### src/rtl/traffic_phase_monitor_if.sv
// traffic_phase_monitor_if: lamp/duration inputs and status outputs of the phase monitor
//   master: lamp driver side (controller or bench); slave: the monitor.
//   Signals: *_led, night_mode, *_ticks and clear_err toward the monitor;
//   err_flag, err_code, phase, phase_sec and cycle_count back from it.
//   MON_LAST_DUR_EN adds last_dur/last_phase.
interface traffic_phase_monitor_if #(
    parameter int CNT_W = 32
);
    logic             green_led;
    logic             yellow_led;
    logic             red_led;
    logic             walk_led;
    logic             dont_walk_led;
    logic             night_mode;
    logic [CNT_W-1:0] green_ticks;
    logic [CNT_W-1:0] yellow_ticks;
    logic [CNT_W-1:0] red_ticks;
    logic             clear_err;
    logic             err_flag;
    logic [2:0]       err_code;
    logic [1:0]       phase;
    logic [3:0]       phase_sec;
    logic [7:0]       cycle_count;
`ifdef MON_LAST_DUR_EN
    logic [CNT_W-1:0] last_dur;
    logic [1:0]       last_phase;
    modport master (
        output green_led, yellow_led, red_led, walk_led, dont_walk_led, night_mode,
        output green_ticks, yellow_ticks, red_ticks, clear_err,
        input  err_flag, err_code, phase, phase_sec, cycle_count, last_dur, last_phase
    );
    modport slave (
        input  green_led, yellow_led, red_led, walk_led, dont_walk_led, night_mode,
        input  green_ticks, yellow_ticks, red_ticks, clear_err,
        output err_flag, err_code, phase, phase_sec, cycle_count, last_dur, last_phase
    );
`else
    modport master (
        output green_led, yellow_led, red_led, walk_led, dont_walk_led, night_mode,
        output green_ticks, yellow_ticks, red_ticks, clear_err,
        input  err_flag, err_code, phase, phase_sec, cycle_count
    );
    modport slave (
        input  green_led, yellow_led, red_led, walk_led, dont_walk_led, night_mode,
        input  green_ticks, yellow_ticks, red_ticks, clear_err,
        output err_flag, err_code, phase, phase_sec, cycle_count
    );
`endif
endinterface

### src/rtl/traffic_phase_monitor.sv
// traffic_phase_monitor: checks observed lamp phases for sequence, legality and timing
//   clk, reset_n (async, active-low) plus bus (traffic_phase_monitor_if.slave).
//   bus inputs : green/yellow/red/walk/dont_walk lamps, night_mode, programmed
//                green/yellow/red lengths, clear_err.
//   bus outputs: sticky err_flag/err_code (1 LAMP,2 WALK,3 PED,4 SEQ,5 TIME,6 STUCK),
//                phase (0 idle/night,1 G,2 Y,3 R), phase_sec, cycle_count.
//   Optional MON_LAST_DUR_EN: last_dur/last_phase of the last completed phase.
module traffic_phase_monitor #(
    parameter int TICKS_PER_SEC = 50_000_000,
    parameter int TOL_TICKS     = 1000,
    parameter int STUCK_TICKS   = 25_000_000,
    parameter int CNT_W         = 32
) (
    input logic                  clk,
    input logic                  reset_n,
    traffic_phase_monitor_if.slave bus
);
    typedef enum logic [2:0] {MON_IDLE, MON_GREEN, MON_YELLOW, MON_RED, MON_NIGHT} state_t;
    localparam logic [CNT_W:0] TOL_X    = (CNT_W+1)'(TOL_TICKS);
    localparam logic [CNT_W:0] STUCK_X  = (CNT_W+1)'(STUCK_TICKS);
    localparam logic [31:0]    TICK_MAX = 32'(TICKS_PER_SEC - 1);
    state_t           state_q, state_d, lamp_st;
    logic             g_q, y_q, r_q, w_q, dw_q, nm_q;
    logic             first_q, first_d, err_flag_q, err_flag_d;
    logic [2:0]       err_code_q, err_code_d, err_new;
    logic [CNT_W-1:0] cnt_q, cnt_d, prog;
    logic [31:0]      tick_q, tick_d;
    logic [3:0]       sec_q, sec_d;
    logic [7:0]       cyc_q, cyc_d;
    logic [CNT_W:0]   cnt_x, prog_x, lo_x;
    logic [1:0]       phase_c;
    logic             one_lit, in_ph, in_ph_d, enter, change, legal, latch;
    logic             lamp_bad, walk_bad, ped_bad, seq_bad, time_bad, stuck_bad;
    assign one_lit = $onehot({g_q, y_q, r_q});
    assign lamp_st = g_q ? MON_GREEN : (y_q ? MON_YELLOW : MON_RED);
    assign in_ph   = state_q inside {MON_GREEN, MON_YELLOW, MON_RED};
    assign phase_c = state_q == MON_GREEN ? 2'd1 : state_q == MON_YELLOW ? 2'd2 : state_q == MON_RED ? 2'd3 : 2'd0;
    always_comb begin
        state_d   = nm_q ? MON_NIGHT : ((one_lit && lamp_st != state_q) ? lamp_st : state_q);
        in_ph_d   = state_d inside {MON_GREEN, MON_YELLOW, MON_RED};
        enter     = in_ph_d && state_d != state_q;
        change    = enter && in_ph;
        legal     = (state_q == MON_GREEN && state_d == MON_YELLOW) ||
                    (state_q == MON_YELLOW && state_d == MON_RED) ||
                    (state_q == MON_RED && state_d == MON_GREEN);
        prog      = state_q == MON_GREEN ? bus.green_ticks : (state_q == MON_YELLOW ? bus.yellow_ticks : bus.red_ticks);
        cnt_x     = {1'b0, cnt_q};
        prog_x    = {1'b0, prog};
        // lower bound clamps at 0 instead of wrapping
        lo_x      = prog_x > TOL_X ? prog_x - TOL_X : '0;
        // dark lamps are only an error once a phase is being tracked
        lamp_bad  = nm_q ? (g_q | r_q) : (!one_lit && (in_ph || g_q || y_q || r_q));
        walk_bad  = !nm_q && w_q && !r_q;
        ped_bad   = w_q && dw_q;
        seq_bad   = change && !legal;
        // red has only a minimum length; the first (partial) phase is not timed
        time_bad  = change && !first_q && (cnt_x < lo_x || (state_q != MON_RED && cnt_x > prog_x + TOL_X));
        stuck_bad = !nm_q && in_ph && cnt_x > prog_x + STUCK_X;
        err_new   = lamp_bad ? 3'd1 : walk_bad ? 3'd2 : ped_bad ? 3'd3 :
                    seq_bad ? 3'd4 : time_bad ? 3'd5 : stuck_bad ? 3'd6 : 3'd0;
        latch      = err_new != 3'd0 && (!err_flag_q || bus.clear_err);
        err_flag_d = latch ? 1'b1 : (bus.clear_err ? 1'b0 : err_flag_q);
        err_code_d = latch ? err_new : (bus.clear_err ? 3'd0 : err_code_q);
        first_d    = enter ? !in_ph : first_q;
        cnt_d      = !in_ph_d ? '0 : enter ? CNT_W'(1) : (&cnt_q ? cnt_q : cnt_q + 1'b1);
        tick_d     = (!in_ph_d || enter || tick_q == TICK_MAX) ? '0 : tick_q + 32'd1;
        sec_d      = (!in_ph_d || enter) ? 4'd0 : ((tick_q == TICK_MAX && sec_q != 4'd15) ? sec_q + 4'd1 : sec_q);
        cyc_d      = (state_q == MON_RED && state_d == MON_GREEN) ? cyc_q + 8'd1 : cyc_q;
    end
    always_ff @(posedge clk or negedge reset_n) begin
        if (!reset_n) begin
            {g_q, y_q, r_q, w_q, dw_q, nm_q} <= '0;
            state_q    <= MON_IDLE;
            first_q    <= 1'b0;
            err_flag_q <= 1'b0;
            err_code_q <= '0;
            cnt_q      <= '0;
            tick_q     <= '0;
            sec_q      <= '0;
            cyc_q      <= '0;
        end else begin
            {g_q, y_q, r_q, w_q, dw_q, nm_q} <= {bus.green_led, bus.yellow_led, bus.red_led,
                                                 bus.walk_led, bus.dont_walk_led, bus.night_mode};
            state_q    <= state_d;
            first_q    <= first_d;
            err_flag_q <= err_flag_d;
            err_code_q <= err_code_d;
            cnt_q      <= cnt_d;
            tick_q     <= tick_d;
            sec_q      <= sec_d;
            cyc_q      <= cyc_d;
        end
    end
    assign bus.err_flag    = err_flag_q;
    assign bus.err_code    = err_code_q;
    assign bus.phase       = phase_c;
    assign bus.phase_sec   = sec_q;
    assign bus.cycle_count = cyc_q;
`ifdef MON_LAST_DUR_EN
    logic [CNT_W-1:0] last_dur_q;
    logic [1:0]       last_phase_q;
    always_ff @(posedge clk or negedge reset_n) begin
        if (!reset_n) begin
            last_dur_q   <= '0;
            last_phase_q <= '0;
        end else if (in_ph && state_d != state_q) begin
            last_dur_q   <= cnt_q;
            last_phase_q <= phase_c;
        end
    end
    assign bus.last_dur   = last_dur_q;
    assign bus.last_phase = last_phase_q;
`endif
endmodule

### src/flat_wrapper.sv
// flat-port wrapper written by rule: the top's interface ports become plain ports
module traffic_phase_monitor_flat 
#(
    parameter int TICKS_PER_SEC = 50_000_000,
    parameter int TOL_TICKS     = 1000,
    parameter int STUCK_TICKS   = 25_000_000,
    parameter int CNT_W         = 32
)
  (clk, reset_n, bus_green_led, bus_yellow_led, bus_red_led, bus_walk_led, bus_dont_walk_led, bus_night_mode, bus_green_ticks, bus_yellow_ticks, bus_red_ticks, bus_clear_err, bus_err_flag, bus_err_code, bus_phase, bus_phase_sec, bus_cycle_count);
  traffic_phase_monitor_if #(.CNT_W(CNT_W)) bus_i ();
  input logic clk;
  input logic reset_n;
  input wire logic [$bits(bus_i.green_led)-1:0] bus_green_led;
  input wire logic [$bits(bus_i.yellow_led)-1:0] bus_yellow_led;
  input wire logic [$bits(bus_i.red_led)-1:0] bus_red_led;
  input wire logic [$bits(bus_i.walk_led)-1:0] bus_walk_led;
  input wire logic [$bits(bus_i.dont_walk_led)-1:0] bus_dont_walk_led;
  input wire logic [$bits(bus_i.night_mode)-1:0] bus_night_mode;
  input wire logic [$bits(bus_i.green_ticks)-1:0] bus_green_ticks;
  input wire logic [$bits(bus_i.yellow_ticks)-1:0] bus_yellow_ticks;
  input wire logic [$bits(bus_i.red_ticks)-1:0] bus_red_ticks;
  input wire logic [$bits(bus_i.clear_err)-1:0] bus_clear_err;
  output wire logic [$bits(bus_i.err_flag)-1:0] bus_err_flag;
  output wire logic [$bits(bus_i.err_code)-1:0] bus_err_code;
  output wire logic [$bits(bus_i.phase)-1:0] bus_phase;
  output wire logic [$bits(bus_i.phase_sec)-1:0] bus_phase_sec;
  output wire logic [$bits(bus_i.cycle_count)-1:0] bus_cycle_count;
  assign bus_i.green_led = bus_green_led;
  assign bus_i.yellow_led = bus_yellow_led;
  assign bus_i.red_led = bus_red_led;
  assign bus_i.walk_led = bus_walk_led;
  assign bus_i.dont_walk_led = bus_dont_walk_led;
  assign bus_i.night_mode = bus_night_mode;
  assign bus_i.green_ticks = bus_green_ticks;
  assign bus_i.yellow_ticks = bus_yellow_ticks;
  assign bus_i.red_ticks = bus_red_ticks;
  assign bus_i.clear_err = bus_clear_err;
  assign bus_err_flag = bus_i.err_flag;
  assign bus_err_code = bus_i.err_code;
  assign bus_phase = bus_i.phase;
  assign bus_phase_sec = bus_i.phase_sec;
  assign bus_cycle_count = bus_i.cycle_count;
  traffic_phase_monitor #(.TICKS_PER_SEC(TICKS_PER_SEC), .TOL_TICKS(TOL_TICKS), .STUCK_TICKS(STUCK_TICKS), .CNT_W(CNT_W)) u_core (.clk(clk), .reset_n(reset_n), .bus(bus_i));
endmodule
### config.mk
export PLATFORM = sky130hd
export DESIGN_NAME = traffic_phase_monitor_flat
export DESIGN_NICKNAME = d
export VERILOG_FILES = /design/src/rtl/traffic_phase_monitor_if.sv /design/src/rtl/traffic_phase_monitor.sv /design/src/flat_wrapper.sv
export SDC_FILE = /design/constraint.sdc
export NUM_CORES = 1
export LEC_CHECK = 0
export BUFFER_PORTS_ARGS = -buffer_cell sky130_fd_sc_hd__buf_2
export CORE_MARGIN = 5
export CORE_UTILIZATION = 65
export CTS_BUF_LIST = sky130_fd_sc_hd__clkbuf_4
export DETAILED_ROUTE_END_ITERATION = 10
export GPL_TIMING_DRIVEN = 0
export PLACE_DENSITY_LB_ADDON = 0.15
export SYNTH_ARGS = -nofsm -noshare
export SYNTH_HDL_FRONTEND = slang
export SYNTH_SLANG_ARGS = --single-unit
### constraint.sdc
create_clock -name clk -period 16.15 [get_ports clk]
set_input_delay 2.4225 -clock clk [delete_from_list [all_inputs] [get_ports clk]]
set_output_delay 2.4225 -clock clk [all_outputs]
set_load 0.005 [all_outputs]
; Word-level counts from Yosys, hierarchy flattened
; Index checks and enable logic that the tools add are counted.
[totals]
word_cells = 109
register_bits = 90
[classes]
n_reduce_logical = 41
add_sub_neg = 9
magnitude_cmp = 4
n_bitwise = 1
muxes = 27
n_eq_ne = 13
[op_table]
columns = operator, count
row1 = $mux W32, 6
row2 = $gt A32 B33 Y1, 2
row3 = $add A32 B1 Y32 const B, 2
row4 = $add A32 B10 Y33 const B, 1
row5 = $add A32 B25 Y33 const B, 1
row6 = $lt A32 B33 Y1, 1
row7 = $mux W3, 11
row8 = $mux W33, 1
row9 = $sub A32 B10 Y33 const B, 1
row10 = $eq A32 B26 Y1 const B, 1
row11 = $gt A32 B10 Y1 const B, 1
row12 = $reduce_and A32 Y1, 1
row13 = $logic_and A1 B1 Y1, 18
row14 = $eq A3 B2 Y1 const B, 4
row15 = $logic_or A1 B1 Y1, 9
row16 = $reduce_bool A3 Y1, 3
row17 = $add A8 B1 Y8 const B, 1
row18 = $logic_not A1 Y1, 8
row19 = $mux W4, 2
row20 = $eq A3 B1 Y1 const B, 2
row21 = $mux W2, 3
row22 = $ne A3 B3 Y1, 2
row23 = $add A4 B1 Y4 const B, 1
row24 = $mux W1, 4
row25 = 8 further kinds, 9

; Depth between registers and ports, before layout
[depth]
ltp_word = 20
depth_mapped = 27
depth_no_buf = 23

; Least setup slack after synthesis
; No wires, ideal clock.
[synth_timing]
kind = input to register
start = input port bus_green_ticks[18]
end = register u_core.err_code_q[0] (netlist: u_core.bus.err_code[0])
path_slack_ns = 9.312
t_required_ns = 16.017
arrival_ns = 6.706
path_stages = 20
path_cell_list = nand3b_1 > a21oi_1 > or4_4 > or4_1 > buf_2 > nor3_1 > nand2_1 > xnor2_1 > nand2_1 > ha_1 > a21o_1 > a21o_1 > a2111oi_0 > o311ai_0 > or4_1 > a31oi_1 > a211oi_2 > o211a_1 > a21oi_1 > o32ai_1
[synth_between]
elab_chain_cells = 14
elab_cells_between_ends = 23
classes_between = 3 x add/sub / 4 x order compare / 9 x mux / 7 x reduce/logical
[synth_lines]
columns = item, line
row1 = "start, declared", flat_wrapper.sv:19  ; input wire logic [$bits(bus_i.green_ticks)-1:0] bus_green_ticks;
row2 = $mux W32 (*), traffic_phase_monitor.sv:46  ; prog = state_q == MON_GREEN ? bus.green_ticks : (state_q == MON_YELLOW ? bus.yellow_ticks : bus.red_ticks);
row3 = "$sub A32 B10 Y33, or another cell as far along", traffic_phase_monitor.sv:50  ; lo_x = prog_x > TOL_X ? prog_x - TOL_X : '0;
row4 = $mux W33 / $gt A32 B33 Y1 (equally long branches), "traffic_phase_monitor.sv:50, traffic_phase_monitor.sv:57"
row5 = $lt A32 B33 Y1 / $logic_and A1 B1 Y1 (equally long branches), traffic_phase_monitor.sv:57  ; time_bad = change && !first_q && (cnt_x < lo_x || (state_q != MON_RED && cnt_x > prog_x + TOL_X));
row6 = $logic_or A1 B1 Y1, traffic_phase_monitor.sv:57
row7 = $logic_and A1 B1 Y1, traffic_phase_monitor.sv:57
row8 = $mux W3 (*) (2 in a row), traffic_phase_monitor.sv:60  ; seq_bad ? 3'd4 : time_bad ? 3'd5 : stuck_bad ? 3'd6 : 3'd0;
row9 = $mux W3 (*) (3 in a row), traffic_phase_monitor.sv:59  ; err_new = lamp_bad ? 3'd1 : walk_bad ? 3'd2 : ped_bad ? 3'd3 :
row10 = $reduce_bool A3 Y1, traffic_phase_monitor.sv:61  ; latch = err_new != 3'd0 && (!err_flag_q || bus.clear_err);
row11 = $logic_and A1 B1 Y1, traffic_phase_monitor.sv:61
row12 = $mux W3 / $reduce_bool A2 Y1 (equally long branches), -
row13 = "end signal, assigned", traffic_phase_monitor.sv:87  ; err_code_q <= err_code_d;
row14 = "end, declared", traffic_phase_monitor.sv:25  ; logic [2:0] err_code_q, err_code_d, err_new;
; Every way passes the cells marked *; elsewhere a longest branch is shown, timed or not.
; A chain may end at the register's enable or synchronous reset.

; Worst setup path after layout
[layout_timing]
start = input port bus_green_ticks[3]
end = register u_core.err_code_q[2] (netlist: u_core.bus.err_code[2])
; The elaborated chain is that of the path after synthesis.

==> impl_metrics.tcl <==
set metrics [dict create \
    cts_buffers 9 \
    cp-end-kind "flip-flop" \
    drt_iter0_markers 774 \
    p_switching_mw 0.200 \
    antenna_found_initial 1 \
    power-per-cell-area_mw_per_mm2 56.3 \
    synthArstFlopShare 1.00 \
    maxCapViolCount 0 \
    synthFlopType "dfrtp_1" \
    drive_gt1_frac 0.151 \
    place.gp.congestion 0.981 \
    clkTransAtPathRegs_ns 0.15 \
    ant_nets 0 \
    finalSetupTns_ns 0 \
    track_usage 0.327 \
    fp.dieH_um 128 \
    clock_power_share 0.259 \
    synth_seq_cells 90 \
    insertion_delay_ns 0.47 \
    startpoint_type "primary input" \
    hp-class "flip-flop to flip-flop" \
    viasPerCell 6.30 \
    final_cell_mix "134 x buf_2, 120 x nor2_1, 111 x nand2_1, 102 x ha_1, 90 x dfrtp_1" \
    final.setup_skew_ns 0.0269 \
    syn_to_final_growth_pct 11.4 \
    drt-total-wl_mm 26.6 \
    grt_pass1_wl_mm 43.5 \
    avgSynthCellArea_um2 8.19 \
    min_period_ns 8.32 \
    finalHoldViolCount 0 \
    place_hpwl_mm 21.4 \
    cts_setup_buffers 0 \
    ir_drop_v 0.0000563 \
    ys_top_cells_by_area "dfrtp_1 25%, ha_1 14%, xnor2_1 6.3%, xor2_1 6.1%, nor2_1 4.9%" \
    status "finished, final reports clean" \
    seq_area_frac_synth 0.247 \
    synth_top_area_frac 0.247 \
    start_util 0.659 \
    max_freq_mhz 120 \
    pwr-share-comb 0.333 \
    placed_area_mm2 0.00998 \
    seqPwrFrac 0.408 \
    p_total_mw 0.572 \
    portBuffers 122 \
    grt_max_degree 66 \
    die-width_um 128 \
    final_max_slew_viol_count 0 \
    fin_nets 1455 \
    synth_area_leader_cell "dfrtp_1" \
    post_drt_wl_per_cell_um 18.5 \
    final_cells 1433 \
    numPlacedInstances 1416 \
    cts_resized 0 \
    cts-root-buf "clkbuf_4" \
    drtPass1Iterations 5 \
    htreeDepth 3 \
    p_int_mw 0.372 \
    final_common_cell "buf_2" \
    worst_pin_slew_ns 1.19 \
    cts_tree "built" \
    crit_type "primary input to flip-flop" \
    grt_setup_unrepaired "no" \
    setup_viol_count_final 0 \
    slew_headroom 0.199 \
    finalInstanceArea_mm2 0.0102 \
    synth_edf_count 0 \
    final_critical_path_setup_slack_ns 7.83 \
    drc 0 \
    cts_sinks 90 \
    gr-total-overflow 0 \
    synth_nets 1321 \
    coreArea_mm2 0.0138 \
    synth.distinct_cells 78 \
    vias 9035 \
    pin_count 123 \
    critical_path.max_fanout 8 \
    syn_area_mm2 0.00912 \
    grt_pass1_vias 8636 \
    arrival_ns 8.69 \
    yosys_warnings 0 \
    row_count 43 \
    ctsLongestPathBuffers 2 \
    cts-hold-fix-buffers 0 \
    required_ns 16.52 \
    preCtsSetupSlack_ns 7.60 \
    swShare 0.350 \
    syn_inst 1113 \
    min_period_over_period 0.515 \
    leakagePower_nw 4.59 \
    die_area_mm2 0.0165 \
]
-- per-stage QoR --
step           hold slack, ns   util
2_1_floorplan           0.455      -
5_1_grt                 0.484  0.734
6_report                0.473  0.734
3_5_place_dp            0.462  0.722
4_1_cts                 0.481  0.734
3_3_place_gp            0.454  0.720
-- power by group through the flow --
stage	clock, mW	sequential (mW)	combinational, mW
floorplan	0	0.236	0.127
global placement	0	0.237	0.181
detailed placement	0	0.237	0.185
CTS	0.151	0.233	0.186
global route	0.160	0.234	0.209
finish	0.148	0.233	0.190
-- metal layers --
| layer | wire length (um) | up-vias | GRT usage |
|---|---|---|---|
| met3 | 1730 | 50 | 0.0511 |
| met1 | 11900 | 4332 | 0.452 |
| li1 | - | 4330 | - |
| met2 | 12300 | 323 | 0.534 |
| met5 | 0 | - | 0 |
| met4 | 623 | 0 | 0.0930 |
-- final timing paths --
| path | from | end | slack [ns] | cells past startpoint |
|---|---|---|---|---|
| hold / removal | u_core.bus.cycle_count[7] | u_core.bus.cycle_count[7] | 0.47 | 1 |
| setup reg to reg | u_core.state_q[0] | u_core.bus.err_code[2] | 8.69 | 24 |
| hold reg to reg | u_core.bus.cycle_count[7] | u_core.bus.cycle_count[7] | 0.47 | 1 |
| min in group asynchronous | reset_n | u_core.y_q | 1.84 | 1 |
| max in group asynchronous | reset_n | u_core.cnt_q[1] | 13.64 | 2 |
| setup / recovery | bus_green_ticks[3] | u_core.bus.err_code[2] | 7.83 | 21 |
-- Yosys cell counts (4+ instances only) --
| library cell | instances |
|---|---|
| a211oi_1 | 11 |
| a21boi_0 | 15 |
| a21o_1 | 15 |
| a21oi_1 | 58 |
| a22oi_1 | 13 |
| a2bb2oi_1 | 4 |
| a31oi_1 | 6 |
| and2_1 | 5 |
| and3_1 | 22 |
| and4_1 | 7 |
| buf_2 | 13 |
| buf_4 | 4 |
| clkbuf_1 | 22 |
| dfrtp_1 | 90 |
| ha_1 | 102 |
| inv_1 | 22 |
| nand2_1 | 111 |
| nand2b_1 | 9 |
| nand3_1 | 42 |
| nand3b_1 | 37 |
| nand4_1 | 37 |
| nor2_1 | 120 |
| nor2b_1 | 11 |
| nor3_1 | 25 |
| nor4_1 | 14 |
| o21a_1 | 8 |
| o21ai_0 | 34 |
| o21bai_1 | 5 |
| o22ai_1 | 4 |
| o2bb2ai_1 | 8 |
| or2_2 | 18 |
| or3_1 | 15 |
| or4_1 | 8 |
| xnor2_1 | 66 |
| xor2_1 | 63 |
-- critical path, stage by stage --
cell,delay (ns)
buf_2,0.10
a22oi_1,0.18
a2bb2oi_1,0.77
inv_1,0.16
ha_1,0.28
or4_1,0.61
nor4_1,0.67
nor2_1,0.32
and2_1,0.25
xnor2_1,0.19
ha_1,0.27
nand2_1,0.06
o21ai_0,0.12
a221oi_1,0.51
o311ai_0,0.38
a311oi_1,0.43
a211oi_1,0.11
a211oi_2,0.36
o211a_1,0.26
nor3_1,0.06
a31o_1,0.19
-- sequential cells by signal (all words and copies together) (netlist names) --
| signal | flops |
|---|---|
| u_core.bus.cycle_count | 8 |
| u_core.bus.err_code | 3 |
| u_core.bus.err_flag | 1 |
| u_core.bus.phase_sec | 4 |
| u_core.cnt_q | 32 |
| u_core.dw_q | 1 |
| u_core.first_q | 1 |
| u_core.g_q | 1 |
| u_core.nm_q | 1 |
| u_core.r_q | 1 |
| u_core.state_q | 3 |
| u_core.tick_q | 32 |
| u_core.w_q | 1 |
| u_core.y_q | 1 |
-- cell families after synthesis --
kind of cell    share of synthesized area
fa+ha+maj                           0.142
compound gates                      0.170
buf+inv                            0.0328
xor+xnor                            0.124
flops                               0.247
mux                               0.00453
simple gates                        0.280
-- cell type report --
type / instances / area (um2)
multi-input combinational: 956 / 6570
fill: 1185 / 3670
sequential: 90 / 2250
timing repair buffer: 123 / 641
tap: 180 / 225
buffer: 45 / 216
clock inverter: 6 / 95.1
inverter: 22 / 82.6
clock buffer: 10 / 75.1
antenna: 1 / 2.50
(Power assumes the default switching activity.)
